### src/rtl/servo_pkg.sv
// Shared types and default constants for the servo PWM generator.
package servo_pkg;

  localparam int unsigned WIDTH_W = 20;

  typedef logic [WIDTH_W-1:0] width_t;

  typedef enum logic [1:0] {
    IDLE = 2'd0,
    HIGH = 2'd1,
    LOW  = 2'd2
  } state_t;

  // Defaults assume a 50 MHz clock: 20 ms frame, 1.0 / 1.5 / 2.0 ms pulses.
  localparam int unsigned DEF_PERIOD_CYC = 1000000;
  localparam int unsigned DEF_MIN_CYC    = 50000;
  localparam int unsigned DEF_MAX_CYC    = 100000;
  localparam int unsigned DEF_CENTER_CYC = 75000;
  localparam int unsigned DEF_SLEW_STEP  = 500;

  // Saturate a commanded width into the legal [lo, hi] window.
  function automatic width_t clamp_width(input width_t w, input width_t lo, input width_t hi);
    if (w < lo) return lo;
    if (w > hi) return hi;
    return w;
  endfunction

endpackage

### src/rtl/servo_slew_limiter.sv
// Clamps the commanded pulse width into [MIN_CYC, MAX_CYC] and holds the width
// applied to the current frame. Defining SERVO_SLEW_EN adds a per-frame step
// limit of SLEW_STEP cycles; without it the clamped target is applied directly.
module servo_slew_limiter
  import servo_pkg::*;
#(
  parameter int unsigned MIN_CYC    = DEF_MIN_CYC,
  parameter int unsigned MAX_CYC    = DEF_MAX_CYC,
  parameter int unsigned CENTER_CYC = DEF_CENTER_CYC,
  parameter int unsigned SLEW_STEP  = DEF_SLEW_STEP
) (
  input  logic               clk,
  input  logic               rst_n,
  input  logic               latch_en,
  input  logic [WIDTH_W-1:0] width_cmd,
  output logic [WIDTH_W-1:0] width_act,
  output logic               clamped
);

  localparam width_t MIN_W    = width_t'(MIN_CYC);
  localparam width_t MAX_W    = width_t'(MAX_CYC);
  localparam width_t CENTER_W = width_t'(CENTER_CYC);

  if (MIN_CYC > CENTER_CYC || CENTER_CYC > MAX_CYC || SLEW_STEP == 0) begin : g_bad_cfg
    $error("servo_slew_limiter: need MIN_CYC <= CENTER_CYC <= MAX_CYC and SLEW_STEP > 0");
  end

  width_t target;
  width_t width_next;
  logic   out_of_range;

  assign out_of_range = (width_cmd < MIN_W) || (width_cmd > MAX_W);
  assign target       = clamp_width(width_cmd, MIN_W, MAX_W);

`ifdef SERVO_SLEW_EN
  localparam width_t STEP_W = width_t'(SLEW_STEP);

  // Move toward the target by at most one step; land exactly when close enough.
  // Both endpoints are inside the legal window, so the result is too.
  always_comb begin
    width_next = target;
    if (target > width_act && (target - width_act) > STEP_W) begin
      width_next = width_act + STEP_W;
    end else if (target < width_act && (width_act - target) > STEP_W) begin
      width_next = width_act - STEP_W;
    end
  end
`else
  assign width_next = target;
`endif

  // Capture the new width and the clamp flag only at a frame boundary.
  always_ff @(posedge clk or negedge rst_n) begin
    if (!rst_n) begin
      width_act <= CENTER_W;
      clamped   <= 1'b0;
    end else if (latch_en) begin
      // NOTE: non-blocking assignments in clocked blocks so every register
      // samples pre-edge values regardless of statement order.
      width_act <= width_next;
      clamped   <= out_of_range;
    end
  end

endmodule

### src/rtl/servo_pwm_gen.sv
// Servo PWM frame generator: one PERIOD_CYC-cycle frame per period, pulse high
// for width_act_o cycles at the start of each frame, width latched only at
// frame boundaries. Optional slew limiting is enabled by defining SERVO_SLEW_EN.
module servo_pwm_gen
  import servo_pkg::*;
#(
  parameter int unsigned PERIOD_CYC = DEF_PERIOD_CYC,
  parameter int unsigned MIN_CYC    = DEF_MIN_CYC,
  parameter int unsigned MAX_CYC    = DEF_MAX_CYC,
  parameter int unsigned CENTER_CYC = DEF_CENTER_CYC,
  parameter int unsigned SLEW_STEP  = DEF_SLEW_STEP
) (
  input  logic               clk_clk,
  input  logic               reset_reset_n,
  input  logic [WIDTH_W-1:0] width_i,
  input  logic               enable_i,
  output logic               pwm_o,
  output logic               frame_o,
  output logic [WIDTH_W-1:0] width_act_o,
  output logic               clamped_o
);

  if (PERIOD_CYC > (1 << WIDTH_W) || PERIOD_CYC <= MAX_CYC) begin : g_bad_period
    $error("servo_pwm_gen: PERIOD_CYC must be <= 2**20 and > MAX_CYC");
  end

  localparam width_t PERIOD_LAST = width_t'(PERIOD_CYC - 1);
  localparam width_t ONE         = width_t'(1);

  state_t state_q, state_d;
  width_t cnt_q, cnt_d;
  logic   latch_en;
  logic   frame_d;

  servo_slew_limiter #(
    .MIN_CYC   (MIN_CYC),
    .MAX_CYC   (MAX_CYC),
    .CENTER_CYC(CENTER_CYC),
    .SLEW_STEP (SLEW_STEP)
  ) u_limiter (
    .clk      (clk_clk),
    .rst_n    (reset_reset_n),
    .latch_en (latch_en),
    .width_cmd(width_i),
    .width_act(width_act_o),
    .clamped  (clamped_o)
  );

  // Next-state, counter and frame-start decode for the IDLE/HIGH/LOW machine.
  always_comb begin
    // NOTE: every signal gets a default first so no path leaves it unassigned,
    // which would otherwise infer a latch.
    state_d  = state_q;
    cnt_d    = cnt_q;
    latch_en = 1'b0;
    frame_d  = 1'b0;
    unique case (state_q)
      IDLE: begin
        if (enable_i) begin
          cnt_d    = '0;
          latch_en = 1'b1;
          frame_d  = 1'b1;
          state_d  = HIGH;
        end
      end
      HIGH: begin
        cnt_d = cnt_q + ONE;
        if (cnt_q == width_act_o - ONE) state_d = LOW;
      end
      LOW: begin
        if (cnt_q == PERIOD_LAST) begin
          // Frame boundary: wrap and either chain the next frame or stop.
          cnt_d = '0;
          if (enable_i) begin
            latch_en = 1'b1;
            frame_d  = 1'b1;
            state_d  = HIGH;
          end else begin
            state_d = IDLE;
          end
        end else begin
          cnt_d = cnt_q + ONE;
        end
      end
      default: begin
        cnt_d   = '0;
        state_d = IDLE;
      end
    endcase
  end

  // State, counter and registered outputs; reset drops pwm_o at once.
  always_ff @(posedge clk_clk or negedge reset_reset_n) begin
    if (!reset_reset_n) begin
      state_q <= IDLE;
      cnt_q   <= '0;
      pwm_o   <= 1'b0;
      frame_o <= 1'b0;
    end else begin
      state_q <= state_d;
      cnt_q   <= cnt_d;
      pwm_o   <= (state_d == HIGH);
      frame_o <= frame_d;
    end
  end

endmodule

### config.mk
export PLATFORM = sky130hd
export DESIGN_NAME = servo_pwm_gen
export DESIGN_NICKNAME = d
export VERILOG_FILES = /design/src/rtl/servo_pkg.sv /design/src/rtl/servo_slew_limiter.sv /design/src/rtl/servo_pwm_gen.sv
export SDC_FILE = /design/constraint.sdc
export NUM_CORES = 1
export LEC_CHECK = 0
export ABC_AREA = 1
export CELL_PAD_IN_SITES_DETAIL_PLACEMENT = 0
export CELL_PAD_IN_SITES_GLOBAL_PLACEMENT = 1
export CORE_ASPECT_RATIO = 0.9
export CORE_MARGIN = 1.5
export CORE_UTILIZATION = 25
export DETAILED_ROUTE_END_ITERATION = 8
export PLACE_DENSITY = 0.54
export SLEW_MARGIN = 20
export SYNTH_ARGS = -nofsm -noshare
export SYNTH_HDL_FRONTEND = slang
export SYNTH_SLANG_ARGS = --single-unit
### constraint.sdc
create_clock -name clk_clk -period 2.5 [get_ports clk_clk]
set_input_delay 0.5 -clock clk_clk [delete_from_list [all_inputs] [get_ports clk_clk]]
set_output_delay 0.5 -clock clk_clk [all_outputs]
set_load 0.005 [all_outputs]
**After elaboration in Yosys (flattened, before gate mapping)**

Index checks and enable logic that the tools add are counted.
Widths: inputs -> output; s select.

- Bits in registers: 45
- Input bits: 23
- Output and inout bits: 23
- Word-level logic and storage cells: 36

- Add/sub/neg operators: 2
- Order comparisons: 2
- Equal/unequal tests: 6
- Muxes and demuxes: 18
- Reduce and logical (&&, ||, !) cells: 2

Operators with widths:

| operator | number |
|---|---|
| $mux 20 | 6 |
| $pmux 20 s3 | 1 |
| $add 20x1->20 const B | 1 |
| $eq 20x20->1 | 1 |
| $eq 20x20->1 const B | 1 |
| $gt 20x17->1 const B | 1 |
| $lt 20x16->1 const B | 1 |
| $sub 20x1->20 const B | 1 |
| $mux 1 | 6 |
| $mux 2 | 3 |
| $pmux 2 s3 | 1 |
| $eq 2x1->1 const B | 2 |
| $eq 2x2->1 const B | 1 |
| $logic_not 2->1 | 1 |
| $ne 2x2->1 const B | 1 |
| $pmux 1 s2 | 1 |
| $logic_or 1x1->1 | 1 |

**Longest topological paths before layout**

Gate-level depths: netlist of run 1.

- Depth after elaboration: 5
- Gate-level depth with buffers: 16

**Modules after synthesis**

Synthesis of run 1 repeated with hierarchy kept, for this count alone.

- Cell total of the unflattened synthesis: 495
- Area total of the unflattened synthesis: 3,318.2 um^2

By module, submodules not included:

| module | times used | cells an instance | area each (um^2) |
|---|---|---|---|
| servo_pwm_gen | 1 | 355 | 2,240.9 |
| servo_slew_limiter | 1 | 140 | 1,077.3 |

**Worst setup path before layout of run 1**

Ideal clock, no wire load.

- Path kind: reg2reg
- Start: reg u_limiter.width_act[0]
- End: reg pwm_o
- Library setup time: 119 ps
- Arrival: 1,652 ps
- Data required time: 2,381 ps
- Path slack: 729 ps
- Stages on the path, launching flop included: 12
- Clock period less this slack: 1,771 ps
- Cell sequence: dfrtp_1 -> inv_1 -> ha_1 -> nand2_2 -> nor2_4 -> nand2_1 -> xor2_1 -> nand3_2 -> nor2_2 -> nand3_1 -> a21oi_2 -> nor2_1

- Longest elaborated chain between the ends: 5

Ends and longest elaborated chain:

| what | RTL line | RTL |
|---|---|---|
| from (decl) | servo_slew_limiter.sv:16 | `output logic [WIDTH_W-1:0] width_act,` |
| from (signal assigned) | servo_slew_limiter.sv:60 | `width_act <= width_next;` |
| $sub 20x1->20 | servo_pwm_gen.sv:68 | `if (cnt_q == width_act_o - ONE) state_d = LOW;` |
| $eq 20x20->1 | servo_pwm_gen.sv:68 |  |
| $mux 2 | servo_pwm_gen.sv:68 |  |
| $pmux 2 s3 | servo_pwm_gen.sv:57 | `unique case (state_q)` |
| named net state_d[1] | servo_pwm_gen.sv:30 | `state_t state_q, state_d;` |
| $eq 2x1->1 | servo_pwm_gen.sv:102 | `pwm_o <= (state_d == HIGH);` |
| to (signal assigned) | servo_pwm_gen.sv:102 |  |
| to (decl) | servo_pwm_gen.sv:17 | `output logic pwm_o,` |

The timed path passes the listed nets, and every way through them passes these cells.
A chain may end at the register's enable or synchronous reset.

**Worst setup path in the final report of run 1**

- Start: reg cnt_q[1]
- End: reg u_limiter.width_act[15]

- Longest elaborated chain between the ends: 3

Ends and longest elaborated chain:

| what | RTL line | RTL |
|---|---|---|
| from (decl) | servo_pwm_gen.sv:31 | `width_t cnt_q, cnt_d;` |
| from (signal assigned) | servo_pwm_gen.sv:101 | `cnt_q <= cnt_d;` |
| $eq 20x20->1 | servo_pwm_gen.sv:71 | `if (cnt_q == PERIOD_LAST) begin` |
| $mux 1 | servo_pwm_gen.sv:71 |  |
| $pmux 1 s2 | servo_pwm_gen.sv:57 |  |

Every way passes these cells.

==> metrics.txt, run 1 <==
# TYPE chip_impl_metric gauge
chip_impl_info{name="run_status",value="complete, no violations"} 1
chip_impl_metric{name="globalRouteOverflowTotal",unit=""} 0
chip_impl_metric{name="grt_first_pass_wirelength",unit="mm"} 15.3
chip_impl_metric{name="std_cell_rows",unit=""} 39
chip_impl_metric{name="crit_required",unit="ps"} 2660
chip_impl_metric{name="cts_resized",unit=""} 0
chip_impl_metric{name="synth_warnings",unit=""} 0
chip_impl_info{name="synth_area_leader",value="dfrtp_1"} 1
chip_impl_metric{name="layout_cell_area_excl_fill",unit="µm²"} 4020
chip_impl_metric{name="synth.lib_cells_used.distinct",unit=""} 39
chip_impl_metric{name="grt_pass1_vias",unit=""} 2884
chip_impl_info{name="synth_ff_type",value="dfrtp_1"} 1
chip_impl_metric{name="synth-seq-cells",unit=""} 45
chip_impl_metric{name="ant_nets",unit=""} 0
chip_impl_metric{name="drt_pre_antenna_iters",unit=""} 5
chip_impl_metric{name="num_antenna_cells",unit=""} 0
chip_impl_metric{name="timing.fmax",unit="GHz"} 0.459
chip_impl_metric{name="clk-insertion-delay-late",unit="ps"} 290
chip_impl_metric{name="numClockSinks",unit=""} 45
chip_impl_metric{name="floorplan.initialDensity",unit=""} 0.255
chip_impl_metric{name="final-max-slew-violation-count",unit=""} 0
chip_impl_metric{name="cts-hold-fix-buffers",unit=""} 0
chip_impl_metric{name="finalCritPeriodShare",unit=""} 0.872
chip_impl_metric{name="power_density",unit="nW/µm²"} 378
chip_impl_metric{name="synth_nets",unit=""} 482
chip_impl_metric{name="finalWeightedCongestion",unit=""} 0.826
chip_impl_metric{name="clock-skew-final",unit="ps"} 2.81
chip_impl_metric{name="num-fill-cells",unit=""} 1396
chip_impl_metric{name="route.detailed.wl_per_inst",unit="µm"} 14.0
chip_impl_metric{name="hpwl",unit="mm"} 7.50
chip_impl_metric{name="cts.repair_timing.setup_buffer_count",unit=""} 0
chip_impl_metric{name="worst-path-max-fanout",unit=""} 13
chip_impl_info{name="synth.most_common_cell",value="nand2_1"} 1
chip_impl_metric{name="setup_viol",unit=""} 0
chip_impl_info{name="rsz0062_at_grt",value="no"} 1
chip_impl_metric{name="synthCells",unit=""} 453
chip_impl_metric{name="die_area",unit="µm²"} 13500
chip_impl_metric{name="die_width",unit="µm"} 122
chip_impl_metric{name="static-leakage-power",unit="nW"} 1.82
chip_impl_metric{name="power.ir.vdd_worst",unit="mV"} 0.204
chip_impl_info{name="post_synth_main_area_contributors",value="dfrtp_1 29%, nand2_1 13%, inv_1 7.3%"} 1
chip_impl_metric{name="placed_cell_area",unit="µm²"} 3870
chip_impl_info{name="hold_path.class",value="in -> async"} 1
chip_impl_metric{name="io-pin-count",unit=""} 46
chip_impl_metric{name="die_y",unit="µm"} 110
chip_impl_metric{name="timing.max_slew.rel_slack",unit=""} 0.660
chip_impl_metric{name="worstPathArrival",unit="ps"} 2340
chip_impl_metric{name="route.detailed.drc",unit=""} 0
chip_impl_metric{name="finalHoldViolCount",unit=""} 0
chip_impl_metric{name="cts-root-to-sink-buffers",unit=""} 2
chip_impl_metric{name="totalNegativeSetupSlack",unit="ps"} 0
chip_impl_metric{name="postSynthAreaPerCell",unit="µm²"} 7.07
chip_impl_metric{name="ys_async_sr_fraction",unit=""} 1.00
chip_impl_metric{name="fp.coreArea",unit="µm²"} 12600
chip_impl_metric{name="critical-path-max-stage-delay",unit="ps"} 400
chip_impl_metric{name="ys_seq_area_frac",unit=""} 0.355
chip_impl_metric{name="nets",unit=""} 532
chip_impl_metric{name="dr_total_vias",unit=""} 2969
chip_impl_metric{name="max_slew.worst_pin.slew",unit="ps"} 511
chip_impl_metric{name="port-buffer-count",unit=""} 45
chip_impl_metric{name="clk_transition_reported_paths",unit="ps"} 60
chip_impl_info{name="critical_path_class",value="reg -> reg"} 1
chip_impl_metric{name="grt.total_usage",unit=""} 0.146
chip_impl_info{name="cpMaxStageDelayCell",value="dfrtp_1"} 1
chip_impl_metric{name="power.total",unit="mW"} 1.52
chip_impl_metric{name="largest_net_degree_at_the_start_of_global_routing",unit=""} 26
chip_impl_info{name="worstSetupEndpointType",value="flip-flop"} 1
chip_impl_metric{name="routed_vias_inst",unit=""} 4.44
chip_impl_info{name="timing.critical_path.cells",value="ha_1 -> nand3_2 -> nor2_2 -> nand3_1 -> nand3b_1 -> nand2_2 -> inv_2 -> nor3_1 -> a21oi_1"} 1
chip_impl_metric{name="cts-htree-levels",unit=""} 2
chip_impl_info{name="synth_common_cells",value="107 x nand2_1, 62 x inv_1, 52 x nor2_1"} 1
chip_impl_metric{name="area_delta_synth_final",unit="%"} 25.6
chip_impl_metric{name="cts_made_buffers",unit=""} 5
chip_impl_metric{name="drt_first_iter_violations",unit=""} 152
chip_impl_metric{name="cap_violations",unit=""} 0
chip_impl_metric{name="netlist.area_leader.share",unit=""} 0.289
chip_impl_metric{name="wl",unit="mm"} 9.34
chip_impl_metric{name="layout_min_cycle_time",unit="ps"} 2180
chip_impl_metric{name="layout_cell_share_with_drive_strength_beyond_1",unit=""} 0.107
chip_impl_info{name="worst_setup_path_start_kind",value="flip-flop"} 1
chip_impl_metric{name="antenna_found_initial",unit=""} 0
chip_impl_metric{name="synth_enable_flop_cells",unit=""} 0
chip_impl_info{name="cts_root_buf",value="clkbuf_16"} 1
chip_impl_metric{name="synthesis.area",unit="µm²"} 3200
chip_impl_info{name="cts_tree",value="done"} 1
-- critical path, delay by kind of cell (launching register included) --
kind / cells / cell delay [ps]
and+or+nand+nor: 6 / 1150
DFF: 1 / 400
adders and majority gates: 1 / 220
buffers and inverters: 1 / 200
AOI/OAI and AO/OA: 1 / 70
-- path summary, 6_finish.rpt --
check                                               startpoint  slack (ps)                                  end  cells after the start
max                                       cnt_q[1]$_DFFE_PN0P_         320  u_limiter.width_act[15]$_DFFE_PN0P_                      9
min                                              reset_reset_n         170        u_limiter.clamped$_DFFE_PN0P_                      1
max reg2reg                               cnt_q[1]$_DFFE_PN0P_         320  u_limiter.width_act[15]$_DFFE_PN0P_                      9
min reg2reg                u_limiter.width_act[16]$_DFFE_PN1P_         530  u_limiter.width_act[16]$_DFFE_PN1P_                      2
max in group asynchronous                        reset_reset_n        1800                cnt_q[18]$_DFFE_PN0P_                      2
min in group clk_clk       u_limiter.width_act[16]$_DFFE_PN1P_         530  u_limiter.width_act[16]$_DFFE_PN1P_                      2
-- state kept, by name, summed over array words and instances (netlist names) --
name	flops
cnt_q	20
pwm_o	1
u_limiter.width_act	20
state_q	2
u_limiter.clamped	1
frame_o	1
-- routing by layer --
metal  share of wire  wire [µm]  global-route usage  vias to the layer above
met4          0.0066         62              0.0287                        0
met3           0.032        301              0.0274                        4
met5               0          0                   0                        -
met2            0.44       4110               0.218                       49
li1                -          -                   -                     1551
met1            0.52       4870               0.220                     1365
-- placed cells by master, fill, tap and decap left out, types with 2 or more instances in the layout --
master and n:
nand2_1 107, inv_1 62, nor2_1 52, clkdlybuf4s50_1 44, dfrtp_1 37, nand3_1 27, o21ai_0 26, xor2_1 21
a21oi_1 19, nand4_1 11, xnor2_1 8, dfstp_2 8, nor3_1 7, ha_1 6, nor2_2 5, nand2_2 5
nor2_4 5, inv_2 5, o21ai_1 5, o22ai_1 5, clkbuf_16 5, buf_4 5, nand3_2 4, nand3b_1 3
or2_1 2, a31oi_1 2, nor3_2 2, clkbuf_8 2
-- area by class of cell --
| cell class | count | area [µm²] | share of cell area |
|---|---|---|---|
| multi-input combinational | 333 | 1770 | 0.440 |
| sequential | 45 | 1140 | 0.282 |
| timing repair buffer | 51 | 503 | 0.125 |
| inverter | 67 | 251 | 0.0625 |
| tap | 164 | 205 | 0.0510 |
| clock buffer | 7 | 153 | 0.0379 |
| clock inverter | 1 | 5.00 | 0.00124 |
-- through the flow --
step / worst slack (ps) / hold slack, ps / std cells / util
2_1_floorplan: 729 / 204 / 453 / -
3_3_place_gp: 72.1 / 499 / 660 / 0.307
3_5_place_dp: 40.2 / 501 / 660 / 0.307
4_1_cts: 295 / 187 / 668 / 0.320
5_1_grt: 78.3 / 214 / 668 / 0.320
6_report: 321 / 174 / 668 / 0.320
-- cell families after synthesis --
family / Yosys count / synth area share
AOI/OAI and AO/OA: 63 / 0.109
buffers and inverters: 75 / 0.0929
DFF: 45 / 0.355
and+or+nand+nor: 235 / 0.341
adders and majority gates: 6 / 0.0234
xor gates and xnor gates: 29 / 0.0793
-- where the power goes --
part	internal [mW]	total (mW)	switching, mW
clock	0.424	0.710	0.286
sequential	0.729	0.729	0
combinational	0.0412	0.0823	0.0411
total	1.19	1.52	0.327
Power figures use the tool's default switching activity.
==> inputs of run 2 (changes only) <==
CTS_CLUSTER_DIAMETER = 30   (was default)
CTS_CLUSTER_SIZE = 20   (was default)
==> results of run 2 <==
Same layout as run 1: the final DEF is identical, and so are final timing and power.
==> inputs of run 3 (changes only) <==
--- a/config.mk
+++ b/config.mk
@@ -20,2 +20,3 @@
 export SYNTH_HDL_FRONTEND = slang
 export SYNTH_SLANG_ARGS = --single-unit
+export TNS_END_PERCENT = 100
==> constraint.sdc (replaced) <==
create_clock -name clk_clk -period 2.4 [get_ports clk_clk]
set_input_delay 0.48 -clock clk_clk [delete_from_list [all_inputs] [get_ports clk_clk]]
set_output_delay 0.48 -clock clk_clk [all_outputs]
set_load 0.05 [all_outputs]
==> run 3 against run 2 <==
- highest routed layer unchanged
- critical path type is now reg -> out
- clock power shrank 0.7%
- sequential power is 4.1% higher
- largest cell class unchanged
- global-route usage increased by 0.38 points
==> metrics.txt, run 3 (synthesized netlist as in run 1, its figures left out) <==
# TYPE chip_impl_metric gauge
chip_impl_metric{name="dpl.cell_count",unit=""} 662
chip_impl_metric{name="cts.repair_timing.setup_buffer_count",unit=""} 0
chip_impl_metric{name="layout_cell_area_excl_fill",unit="µm²"} 4030
chip_impl_metric{name="port-buffer-count",unit=""} 45
chip_impl_metric{name="io-pin-count",unit=""} 46
chip_impl_metric{name="clk-insertion-delay-late",unit="ps"} 290
chip_impl_info{name="r2r-end",value="pwm_o$_DFF_PN0_"} 1
chip_impl_metric{name="crit_required",unit="ps"} 1920
chip_impl_info{name="crit_path_start",value="u_limiter.width_act[6]$_DFFE_PN1P_"} 1
chip_impl_metric{name="power.ir.vdd_worst",unit="mV"} 0.211
chip_impl_metric{name="cts-root-to-sink-buffers",unit=""} 2
chip_impl_metric{name="power.total",unit="mW"} 1.55
chip_impl_info{name="cpMaxStageDelayCell",value="clkdlybuf4s50_1"} 1
chip_impl_info{name="crit-reg2reg-launch",value="u_limiter.width_act[1]$_DFFE_PN0P_"} 1
chip_impl_metric{name="antenna_found_initial",unit=""} 0
chip_impl_metric{name="die_area",unit="µm²"} 13500
chip_impl_metric{name="timing.reg2reg.worst_path_depth",unit=""} 13
chip_impl_metric{name="dr_total_vias",unit=""} 2968
chip_impl_metric{name="path_buf_inv",unit=""} 1
chip_impl_metric{name="layout_min_cycle_time",unit="ps"} 2200
chip_impl_metric{name="fin_cells",unit=""} 670
chip_impl_metric{name="finalWeightedCongestion",unit=""} 0.812
chip_impl_info{name="layout.cells.most_common",value="nand2_1"} 1
chip_impl_info{name="cts_tree",value="done"} 1
chip_impl_info{name="hold_path.class",value="in -> async"} 1
chip_impl_metric{name="wl",unit="mm"} 9.43
chip_impl_metric{name="clock-skew-final",unit="ps"} 7.65
chip_impl_metric{name="globalRouteOverflowTotal",unit=""} 0
chip_impl_metric{name="cts-hold-fix-buffers",unit=""} 0
chip_impl_metric{name="grt_pass1_vias",unit=""} 2913
chip_impl_metric{name="routed_vias_inst",unit=""} 4.43
chip_impl_info{name="layout_top_registers",value="cnt_q: 20 flops, u_limiter.width_act: 20 flops, state_q: 2 flops"} 1
chip_impl_metric{name="placement.setup.worst_slack",unit="ps"} 76.2
chip_impl_metric{name="die_width",unit="µm"} 122
chip_impl_info{name="worst_setup_path_start_kind",value="flip-flop"} 1
chip_impl_metric{name="clk_transition_reported_paths",unit="ps"} 60
chip_impl_metric{name="worstPathArrival",unit="ps"} 1720
chip_impl_metric{name="cts_resized",unit=""} 0
chip_impl_metric{name="nets",unit=""} 534
chip_impl_metric{name="ant_nets",unit=""} 0
chip_impl_info{name="critical_path_class",value="reg -> out"} 1
chip_impl_metric{name="cts-htree-levels",unit=""} 2
chip_impl_metric{name="finalHoldViolCount",unit=""} 0
chip_impl_metric{name="setup_viol",unit=""} 0
chip_impl_metric{name="drt_first_iter_violations",unit=""} 143
chip_impl_metric{name="fin_util",unit=""} 0.320
chip_impl_metric{name="route.detailed.drc",unit=""} 0
chip_impl_metric{name="numClockSinks",unit=""} 45
chip_impl_metric{name="std_cell_rows",unit=""} 39
chip_impl_metric{name="placed_cell_area",unit="µm²"} 3880
chip_impl_metric{name="grt_first_pass_wirelength",unit="mm"} 15.7
chip_impl_metric{name="drt_pre_antenna_iters",unit=""} 4
chip_impl_metric{name="hpwl",unit="mm"} 7.48
chip_impl_info{name="cp_top_family",value="buffers and inverters"} 1
chip_impl_metric{name="rrSetupSlack",unit="ps"} 320
chip_impl_info{name="rsz0062_at_grt",value="no"} 1
chip_impl_metric{name="largest_net_degree_at_the_start_of_global_routing",unit=""} 25
chip_impl_info{name="layout.cells.most_common_list",value="107 x nand2_1, 62 x inv_1, 52 x nor2_1"} 1
chip_impl_metric{name="final_critical_path_setup_slack",unit="ps"} 197
chip_impl_metric{name="cts_made_buffers",unit=""} 5
chip_impl_metric{name="static-leakage-power",unit="nW"} 1.82
chip_impl_metric{name="num_antenna_cells",unit=""} 0
chip_impl_metric{name="grt.total_usage",unit=""} 0.150
chip_impl_metric{name="route.detailed.wl_per_inst",unit="µm"} 14.1
chip_impl_info{name="run_status",value="complete, no violations"} 1
chip_impl_metric{name="final.hold.worst_slack",unit="ps"} 173
chip_impl_metric{name="floorplan.initialDensity",unit=""} 0.255
chip_impl_metric{name="max_slew.worst_pin.slew",unit="ps"} 542
chip_impl_metric{name="final-max-slew-violation-count",unit=""} 0
chip_impl_metric{name="totalNegativeSetupSlack",unit="ps"} 0
chip_impl_metric{name="critical-path-max-stage-delay",unit="ps"} 830
chip_impl_info{name="worstSetupEndpointType",value="primary output"} 1
chip_impl_metric{name="finalCritPeriodShare",unit=""} 0.918
chip_impl_metric{name="timing.fmax",unit="GHz"} 0.454
chip_impl_info{name="cts_root_buf",value="clkbuf_16"} 1
chip_impl_metric{name="layout_cell_share_with_drive_strength_beyond_1",unit=""} 0.107
chip_impl_metric{name="power_density",unit="nW/µm²"} 385
chip_impl_info{name="timing.critical_path.cells",value="clkdlybuf4s50_1"} 1
chip_impl_metric{name="cap_violations",unit=""} 0
chip_impl_metric{name="die_y",unit="µm"} 110
chip_impl_metric{name="worst-path-max-fanout",unit=""} 6
chip_impl_metric{name="area_delta_synth_final",unit="%"} 25.7
chip_impl_metric{name="fp.coreArea",unit="µm²"} 12600
chip_impl_metric{name="timing.max_slew.rel_slack",unit=""} 0.639
-- run 3: worst register-to-register path, delay by kind of cell (launching register included) --
kind / cells / cell delay, ps
flip-flops: 1 / 390
buffers and inverters: 1 / 90
adder cells (fa/ha/maj): 1 / 200
AND/OR/NAND/NOR: 10 / 1100
XOR/XNOR: 1 / 210
-- run 3: worst max path at each step --
stage | end | slack [ps] | cells past startpoint
2_1_floorplan | pwm_o$_DFF_PN0_ | 260 | 11
3_3_place_gp | u_limiter.width_act[6]$_DFFE_PN1P_ | 100 | 9
3_5_place_dp | u_limiter.width_act[6]$_DFFE_PN1P_ | 80 | 8
4_1_cts | width_act_o[3] | 180 | 1
5_1_grt | pwm_o$_DFF_PN0_ | 20 | 13
6_report | width_act_o[6] | 200 | 1
-- run 3: power breakdown --
group          switching (mW)  internal (mW)
clock network           0.289          0.416
registers                   0          0.759
logic                  0.0432         0.0429
-- run 3: final cells by class --
type / instances / area, µm²
multi-input cells: 333 / 1770
repair buffers: 53 / 518
inverters: 67 / 251
flip-flops and latches: 45 / 1140
fillers: 1397 / 8560
well taps: 164 / 205
clock buffers: 8 / 146
-- run 3: metal layers --
layer  up-vias  routed length (µm)  global-route usage
li1       1548                   -                   -
met1      1378                5040               0.229
met2        35                4080               0.222
met3         7                 240              0.0263
met4         0                  76              0.0256
met5         -                   0                   0
